**src/rtl/lsu_mem_ctrl.sv**
```systemverilog
// Load/store unit driving a word-wide data memory: sign/zero-extended loads and
// read-modify-write sub-word stores. Define MISALIGN_TRAP_EN to reject misaligned halfword/word accesses.
module lsu_mem_ctrl #(
    parameter int ADDR_W    = 32,
    parameter int MEM_WORDS = 256
) (
    input  logic              clk,
    input  logic              rst,
    input  logic              req_valid,
    output logic              req_ready,
    input  logic              req_write,
    input  logic [2:0]        req_funct3,
    input  logic [ADDR_W-1:0] req_addr,
    input  logic [31:0]       req_wdata,
    output logic              resp_valid,
    output logic [31:0]       resp_rdata,
    output logic              resp_err,
    output logic              mem_read,
    output logic              mem_write,
    output logic [ADDR_W-1:0] mem_addr,
    output logic [31:0]       mem_wdata,
    input  logic [31:0]       mem_rdata
);

    typedef enum logic [2:0] {
        IDLE,
        LOAD,
        STORE,
        RMW_RD,
        RMW_WR,
        RESP
    } state_t;

    localparam logic [ADDR_W:0] ADDR_LIMIT = (ADDR_W+1)'(4 * MEM_WORDS);

    state_t      state;
    logic [2:0]  funct3_q;
    logic [1:0]  lane_q;
    logic [15:0] wdata_q;

    logic        funct3_ok;
    logic        addr_ok;
    logic        misalign;
    logic        req_err;

    assign req_ready = (state == IDLE) && !rst;

    // Request screening: anything rejected here goes straight to RESP without touching memory.
    always_comb begin
        funct3_ok = 1'b0;
        misalign  = 1'b0;
        if (req_write) begin
            funct3_ok = (req_funct3 <= 3'd2);
        end else begin
            case (req_funct3)
                3'd0, 3'd1, 3'd2, 3'd4, 3'd5: funct3_ok = 1'b1;
                default:                      funct3_ok = 1'b0;
            endcase
        end
        addr_ok = ({1'b0, req_addr} < ADDR_LIMIT);
`ifdef MISALIGN_TRAP_EN
        if (req_funct3[1:0] == 2'd1) begin
            misalign = req_addr[0];
        end else if (req_funct3[1:0] == 2'd2) begin
            misalign = (req_addr[1:0] != 2'd0);
        end
`else
        misalign = 1'b0;
`endif
        req_err = !funct3_ok || !addr_ok || misalign;
    end

    function automatic logic [31:0] extend_load(input logic [2:0]  f3,
                                                input logic [1:0]  lane,
                                                input logic [31:0] word);
        logic [7:0]  b;
        logic [15:0] h;
        case (lane)
            2'd0:    b = word[7:0];
            2'd1:    b = word[15:8];
            2'd2:    b = word[23:16];
            default: b = word[31:24];
        endcase
        h = lane[1] ? word[31:16] : word[15:0];
        case (f3)
            3'd0:    return {{24{b[7]}}, b};
            3'd1:    return {{16{h[15]}}, h};
            3'd4:    return {24'd0, b};
            3'd5:    return {16'd0, h};
            default: return word;
        endcase
    endfunction

    function automatic logic [31:0] merge_store(input logic [2:0]  f3,
                                                input logic [1:0]  lane,
                                                input logic [31:0] old_word,
                                                input logic [15:0] wd);
        logic [31:0] w;
        w = old_word;
        if (f3[1:0] == 2'd0) begin
            case (lane)
                2'd0:    w[7:0]   = wd[7:0];
                2'd1:    w[15:8]  = wd[7:0];
                2'd2:    w[23:16] = wd[7:0];
                default: w[31:24] = wd[7:0];
            endcase
        end else if (lane[1]) begin
            w[31:16] = wd;
        end else begin
            w[15:0] = wd;
        end
        return w;
    endfunction

    // Single sequencer; every memory/response output is registered so it lines up with its state.
    always_ff @(posedge clk or posedge rst) begin
        if (rst) begin
            state      <= IDLE;
            funct3_q   <= 3'd0;
            lane_q     <= 2'd0;
            wdata_q    <= 16'd0;
            resp_valid <= 1'b0;
            resp_err   <= 1'b0;
            resp_rdata <= 32'd0;
            mem_read   <= 1'b0;
            mem_write  <= 1'b0;
            mem_addr   <= '0;
            mem_wdata  <= 32'd0;
        end else begin
            resp_valid <= 1'b0;
            resp_err   <= 1'b0;
            mem_read   <= 1'b0;
            mem_write  <= 1'b0;
            mem_wdata  <= 32'd0;
            case (state)
                IDLE: begin
                    if (req_valid) begin
                        funct3_q   <= req_funct3;
                        lane_q     <= req_addr[1:0];
                        wdata_q    <= req_wdata[15:0];
                        mem_addr   <= {req_addr[ADDR_W-1:2], 2'b00};
                        resp_rdata <= 32'd0;
                        if (req_err) begin
                            resp_valid <= 1'b1;
                            resp_err   <= 1'b1;
                            state      <= RESP;
                        end else if (!req_write) begin
                            mem_read <= 1'b1;
                            state    <= LOAD;
                        end else if (req_funct3[1:0] == 2'd2) begin
                            mem_write <= 1'b1;
                            mem_wdata <= req_wdata;
                            state     <= STORE;
                        end else begin
                            mem_read <= 1'b1;
                            state    <= RMW_RD;
                        end
                    end
                end
                LOAD: begin
                    resp_rdata <= extend_load(funct3_q, lane_q, mem_rdata);
                    resp_valid <= 1'b1;
                    state      <= RESP;
                end
                STORE: begin
                    resp_valid <= 1'b1;
                    state      <= RESP;
                end
                RMW_RD: begin
                    mem_write <= 1'b1;
                    mem_wdata <= merge_store(funct3_q, lane_q, mem_rdata, wdata_q);
                    state     <= RMW_WR;
                end
                RMW_WR: begin
                    resp_valid <= 1'b1;
                    state      <= RESP;
                end
                RESP: begin
                    resp_rdata <= 32'd0;
                    state      <= IDLE;
                end
                default: state <= IDLE;
            endcase
        end
    end

    // Read and write strobes share one memory port and must never overlap.
    assert property (@(posedge clk) disable iff (rst) !(mem_read && mem_write));
    assert property (@(posedge clk) disable iff (rst) resp_valid |=> !resp_valid);

endmodule

```
**config.mk**
```make
export PLATFORM = sky130hd
export DESIGN_NAME = lsu_mem_ctrl
export DESIGN_NICKNAME = d
export VERILOG_FILES = /design/src/rtl/lsu_mem_ctrl.sv
export SDC_FILE = /design/constraint.sdc
export NUM_CORES = 1
export LEC_CHECK = 0
export BUFFER_PORTS_ARGS = -buffer_cell sky130_fd_sc_hd__buf_2
export CORE_MARGIN = 2
export CORE_UTILIZATION = 50
export CTS_CLUSTER_DIAMETER = 80
export DETAILED_ROUTE_END_ITERATION = 7
export GPL_ROUTABILITY_DRIVEN = 0
export PLACE_DENSITY = 0.8
export SYNTH_ARGS = -nofsm -noshare
export SYNTH_HDL_FRONTEND = slang
export SYNTH_SLANG_ARGS = --single-unit
```
**constraint.sdc**
```tcl
create_clock -name clk -period 4.3 [get_ports clk]
set_input_delay 0.215 -clock clk [delete_from_list [all_inputs] [get_ports clk]]
set_output_delay 0.215 -clock clk [all_outputs]
set_load 0.01 [all_outputs]
```
==> impl_metrics.toml <==
[clock_network]
clock_path_buffers = 2
clock-root-buffer = "sky130_fd_sc_hd__clkbuf_8"
clk_pin_slew_worst_paths_ns = 0.06
clk-insertion-delay-late_ns = 0.52
tritoncts = "yes"
cts_num_sinks = 122
number_of_buffers_created_by_cts = 17
clock_tree.htree_level_count = 4
cts_hold_buf = 89
cts-resized-gates = 0
setup_fix_bufs_post_cts = 0

[sta]
slew_headroom = 0.200
final.period_utilization = 0.619
report.final.setup_viol = 0
final_max_slew_viol_count = 0
max_clock_freq_mhz = 375
layout_min_cycle_time_ns = 2.66
worst_setup_skew_after_layout_ns = 0.00765
hold-worst-slack_ns = 0.0381
actual_slew_at_the_worst_max_slew_pin_ns = 1.20
fin_tns_setup_ns = 0
hold_violations = 0
rsz0062_at_grt = "false"

[setup_path]
critPathArrivalTime_ns = 3.04
cp_capture_type = "flop"
startpoint_type = "flop"
cp.required_ns = 4.68
slowest_delay_ns = 1.01
worst_r2r_path_cells = 4
crit_path_top_delay_cell = "sky130_fd_sc_hd__nor2b_1"
critical_path_peak_fanout = 23
register_to_register_path_setup_slack_ns = 1.64
cell_breakdown_of_the_critical_path = "nor2b_1 -> a21o_1 -> mux2i_1 -> o2bb2ai_1"
criticalPathCategory = "flop to flop"

[finish]
final_layout_size_suffix_gt1_frac = 0.301
layout-area-overhead-vs-synth_pct = 44.2
final_non_filler_cell_total = 983
fin_nets = 933
diodes = 0

[global_routing]
via_count_of_the_first_global_routing_pass = 5615
number_of_antenna_violations_at_the_first_check_in_global_routing = 0
grt_util_all_layers = 0.322
grt_pass1_wl_microns = 29100
grt_overflow = 0
maximum_number_of_pins_on_one_net_before_global_route_repair = 88

[synth]
ys_async_sr_fraction = 1.00
synth_sequential_area_ratio = 0.547
syn_area_per_cell_sq_um = 10.0
synth-edff-count = 0
yosys_most_used_dff = "sky130_fd_sc_hd__dfrtp_1"
mapped_area_sq_um = 5580
synth_seq_cells = 122
synth.lib_cells_used.distinct = 49
synth-warning-count = 0
synthCells = 558

[hold_path]
worstHoldPathType = "input port to flop"
min_path_cells = 2

[flow_run]
max_cap_violations = 0

[drt]
drt-vias-per-instance = 5.78
drtAntennaViolNets = 0
wl_per_cell_microns = 19.2
detailedRoute.firstIterationViolations = 502
finalWirelength_microns = 18900
drt_pass1_iterations = 5
drcViolationCount = 0
total_via_count_in_the_routed_design = 5682

[power_and_ir_drop]
leakagePower_nw = 4.18
power.density_nw_per_um2 = 644
ir_drop_v = 0.000408

[place]
dp_hpwl_microns = 11900
port_buffers = 201
placed_cells_incl_taps = 862

[run_status]
outcome = "completed"

[floorplan]
die_area_sq_um = 12000
ioPinCount = 204
die_height_microns = 110
placement_rows = 38
die_width_microns = 110
core_area_sq_um = 10800
initial_util = 0.515
[registers in the layout (all words and copies together), names as in the netlist, 2 cells and up]
| name | cells |
|---|---|
| funct3_q | 3 |
| mem_addr | 30 |
| state | 3 |
| wdata_q | 16 |
| lane_q | 2 |
| resp_rdata | 32 |
| mem_wdata | 32 |
[cells by family after synthesis]
group           Yosys count  synth area share
simple gates            223             0.176
compound gates          138             0.177
flops                   122             0.547
buf+inv                  45            0.0406
mux                      28            0.0567
xor+xnor                  1           0.00157
other cells               1          0.000672
[layout by cell type, fill, tap and decap left out, types with 3 or more instances in the layout]
| cell type | instances |
|---|---|
| sky130_fd_sc_hd__o22ai_1 | 25 |
| sky130_fd_sc_hd__clkbuf_8 | 3 |
| sky130_fd_sc_hd__mux2i_1 | 23 |
| sky130_fd_sc_hd__clkinvlp_4 | 4 |
| sky130_fd_sc_hd__buf_4 | 3 |
| sky130_fd_sc_hd__o22a_1 | 7 |
| sky130_fd_sc_hd__dfrtp_1 | 122 |
| sky130_fd_sc_hd__nor3_1 | 8 |
| sky130_fd_sc_hd__inv_1 | 3 |
| sky130_fd_sc_hd__dlygate4sd3_1 | 89 |
| sky130_fd_sc_hd__clkinv_2 | 5 |
| sky130_fd_sc_hd__nor4_1 | 5 |
| sky130_fd_sc_hd__nor2_1 | 15 |
| sky130_fd_sc_hd__o21a_1 | 3 |
| sky130_fd_sc_hd__nand2_1 | 160 |
| sky130_fd_sc_hd__o21ai_0 | 35 |
| sky130_fd_sc_hd__o21ai_1 | 8 |
| sky130_fd_sc_hd__a211oi_1 | 8 |
| sky130_fd_sc_hd__nor2b_1 | 17 |
| sky130_fd_sc_hd__o2bb2ai_1 | 9 |
| sky130_fd_sc_hd__a221o_1 | 22 |
| sky130_fd_sc_hd__clkbuf_16 | 16 |
| sky130_fd_sc_hd__a22o_1 | 8 |
| sky130_fd_sc_hd__buf_2 | 201 |
[critical path, delay by kind of cell, from the launching register on]
family             cells  cell delay [ns]
muxes                  1             0.29
AOI/OAI and AO/OA      2             0.63
and+or+nand+nor        1             1.01
DFF                    1             0.60
[cell usage after synthesis (3+ instances only)]
cell type | count | area share
sky130_fd_sc_hd__buf_4 | 4 | 0.0054
sky130_fd_sc_hd__nand2_1 | 161 | 0.11
sky130_fd_sc_hd__o21ai_1 | 8 | 0.0072
sky130_fd_sc_hd__o22ai_1 | 25 | 0.028
sky130_fd_sc_hd__o2bb2ai_1 | 9 | 0.014
sky130_fd_sc_hd__dfrtp_1 | 122 | 0.55
sky130_fd_sc_hd__o21a_1 | 3 | 0.0040
sky130_fd_sc_hd__a22o_1 | 8 | 0.013
sky130_fd_sc_hd__nor4_1 | 5 | 0.0056
sky130_fd_sc_hd__nor3_1 | 8 | 0.0072
sky130_fd_sc_hd__nor2_1 | 15 | 0.010
sky130_fd_sc_hd__inv_1 | 4 | 0.0027
sky130_fd_sc_hd__o22a_1 | 7 | 0.011
sky130_fd_sc_hd__clkbuf_1 | 17 | 0.011
sky130_fd_sc_hd__mux2i_1 | 23 | 0.041
sky130_fd_sc_hd__a221o_1 | 22 | 0.039
sky130_fd_sc_hd__o21ai_0 | 35 | 0.031
sky130_fd_sc_hd__buf_6 | 3 | 0.0061
sky130_fd_sc_hd__nor2b_1 | 17 | 0.019
sky130_fd_sc_hd__a211oi_1 | 8 | 0.011
sky130_fd_sc_hd__buf_2 | 15 | 0.013
[power breakdown]
group | leakage (nW) | switching, mW | internal, mW
Sequential | 1.60 | 0.367 | 1.51
Clock | 0.272 | 0.516 | 0.849
Combinational | 2.30 | 1.11 | 0.836
[cell type report]
| cell class | count | area [sq um] |
|---|---|---|
| clock buffer | 20 | 445 |
| multi-input combinational | 392 | 2310 |
| inverter | 4 | 17.5 |
| tap | 140 | 175 |
| fill | 734 | 2800 |
| timing repair buffer | 293 | 1920 |
| sequential | 122 | 3050 |
| clock inverter | 12 | 124 |
[routing by layer]
layer  part of all wire  vias up  track usage
met2               0.48      389        0.519
met5                  0        -            0
met1               0.38     2704        0.409
li1                   -     2525            -
met3              0.097       64       0.0806
met4              0.039        0        0.153
[final timing paths]
kind                                               start                    endpoint
worst max-delay path             funct3_q[0]$_DFFE_PP0P_     mem_wdata[17]$_DFF_PP0_
worst min-delay path                       mem_rdata[24]  resp_rdata[24]$_DFFE_PP0P_
worst max register to register   funct3_q[0]$_DFFE_PP0P_     mem_wdata[17]$_DFF_PP0_
worst min register to register  mem_addr[29]$_DFFE_PP0P_    mem_addr[29]$_DFFE_PP0P_
max in group asynchronous                            rst     mem_wdata[11]$_DFF_PP0_
min in group asynchronous                            rst     mem_wdata[13]$_DFF_PP0_
[stage by stage]
step | worst slack, ns | util | power [mW] | area [sq um]
detailed placement | 1.78 | 0.607 | 3.70 | 6590
global placement | 1.88 | 0.607 | 3.61 | 6590
finish | 1.64 | 0.742 | 5.19 | 8050
CTS | 1.75 | 0.742 | 5.13 | 8050
global route | 1.43 | 0.742 | 5.46 | 8050
floorplan | 0.842 | - | 3.09 | 5580
Power figures use the tool's default switching activity.
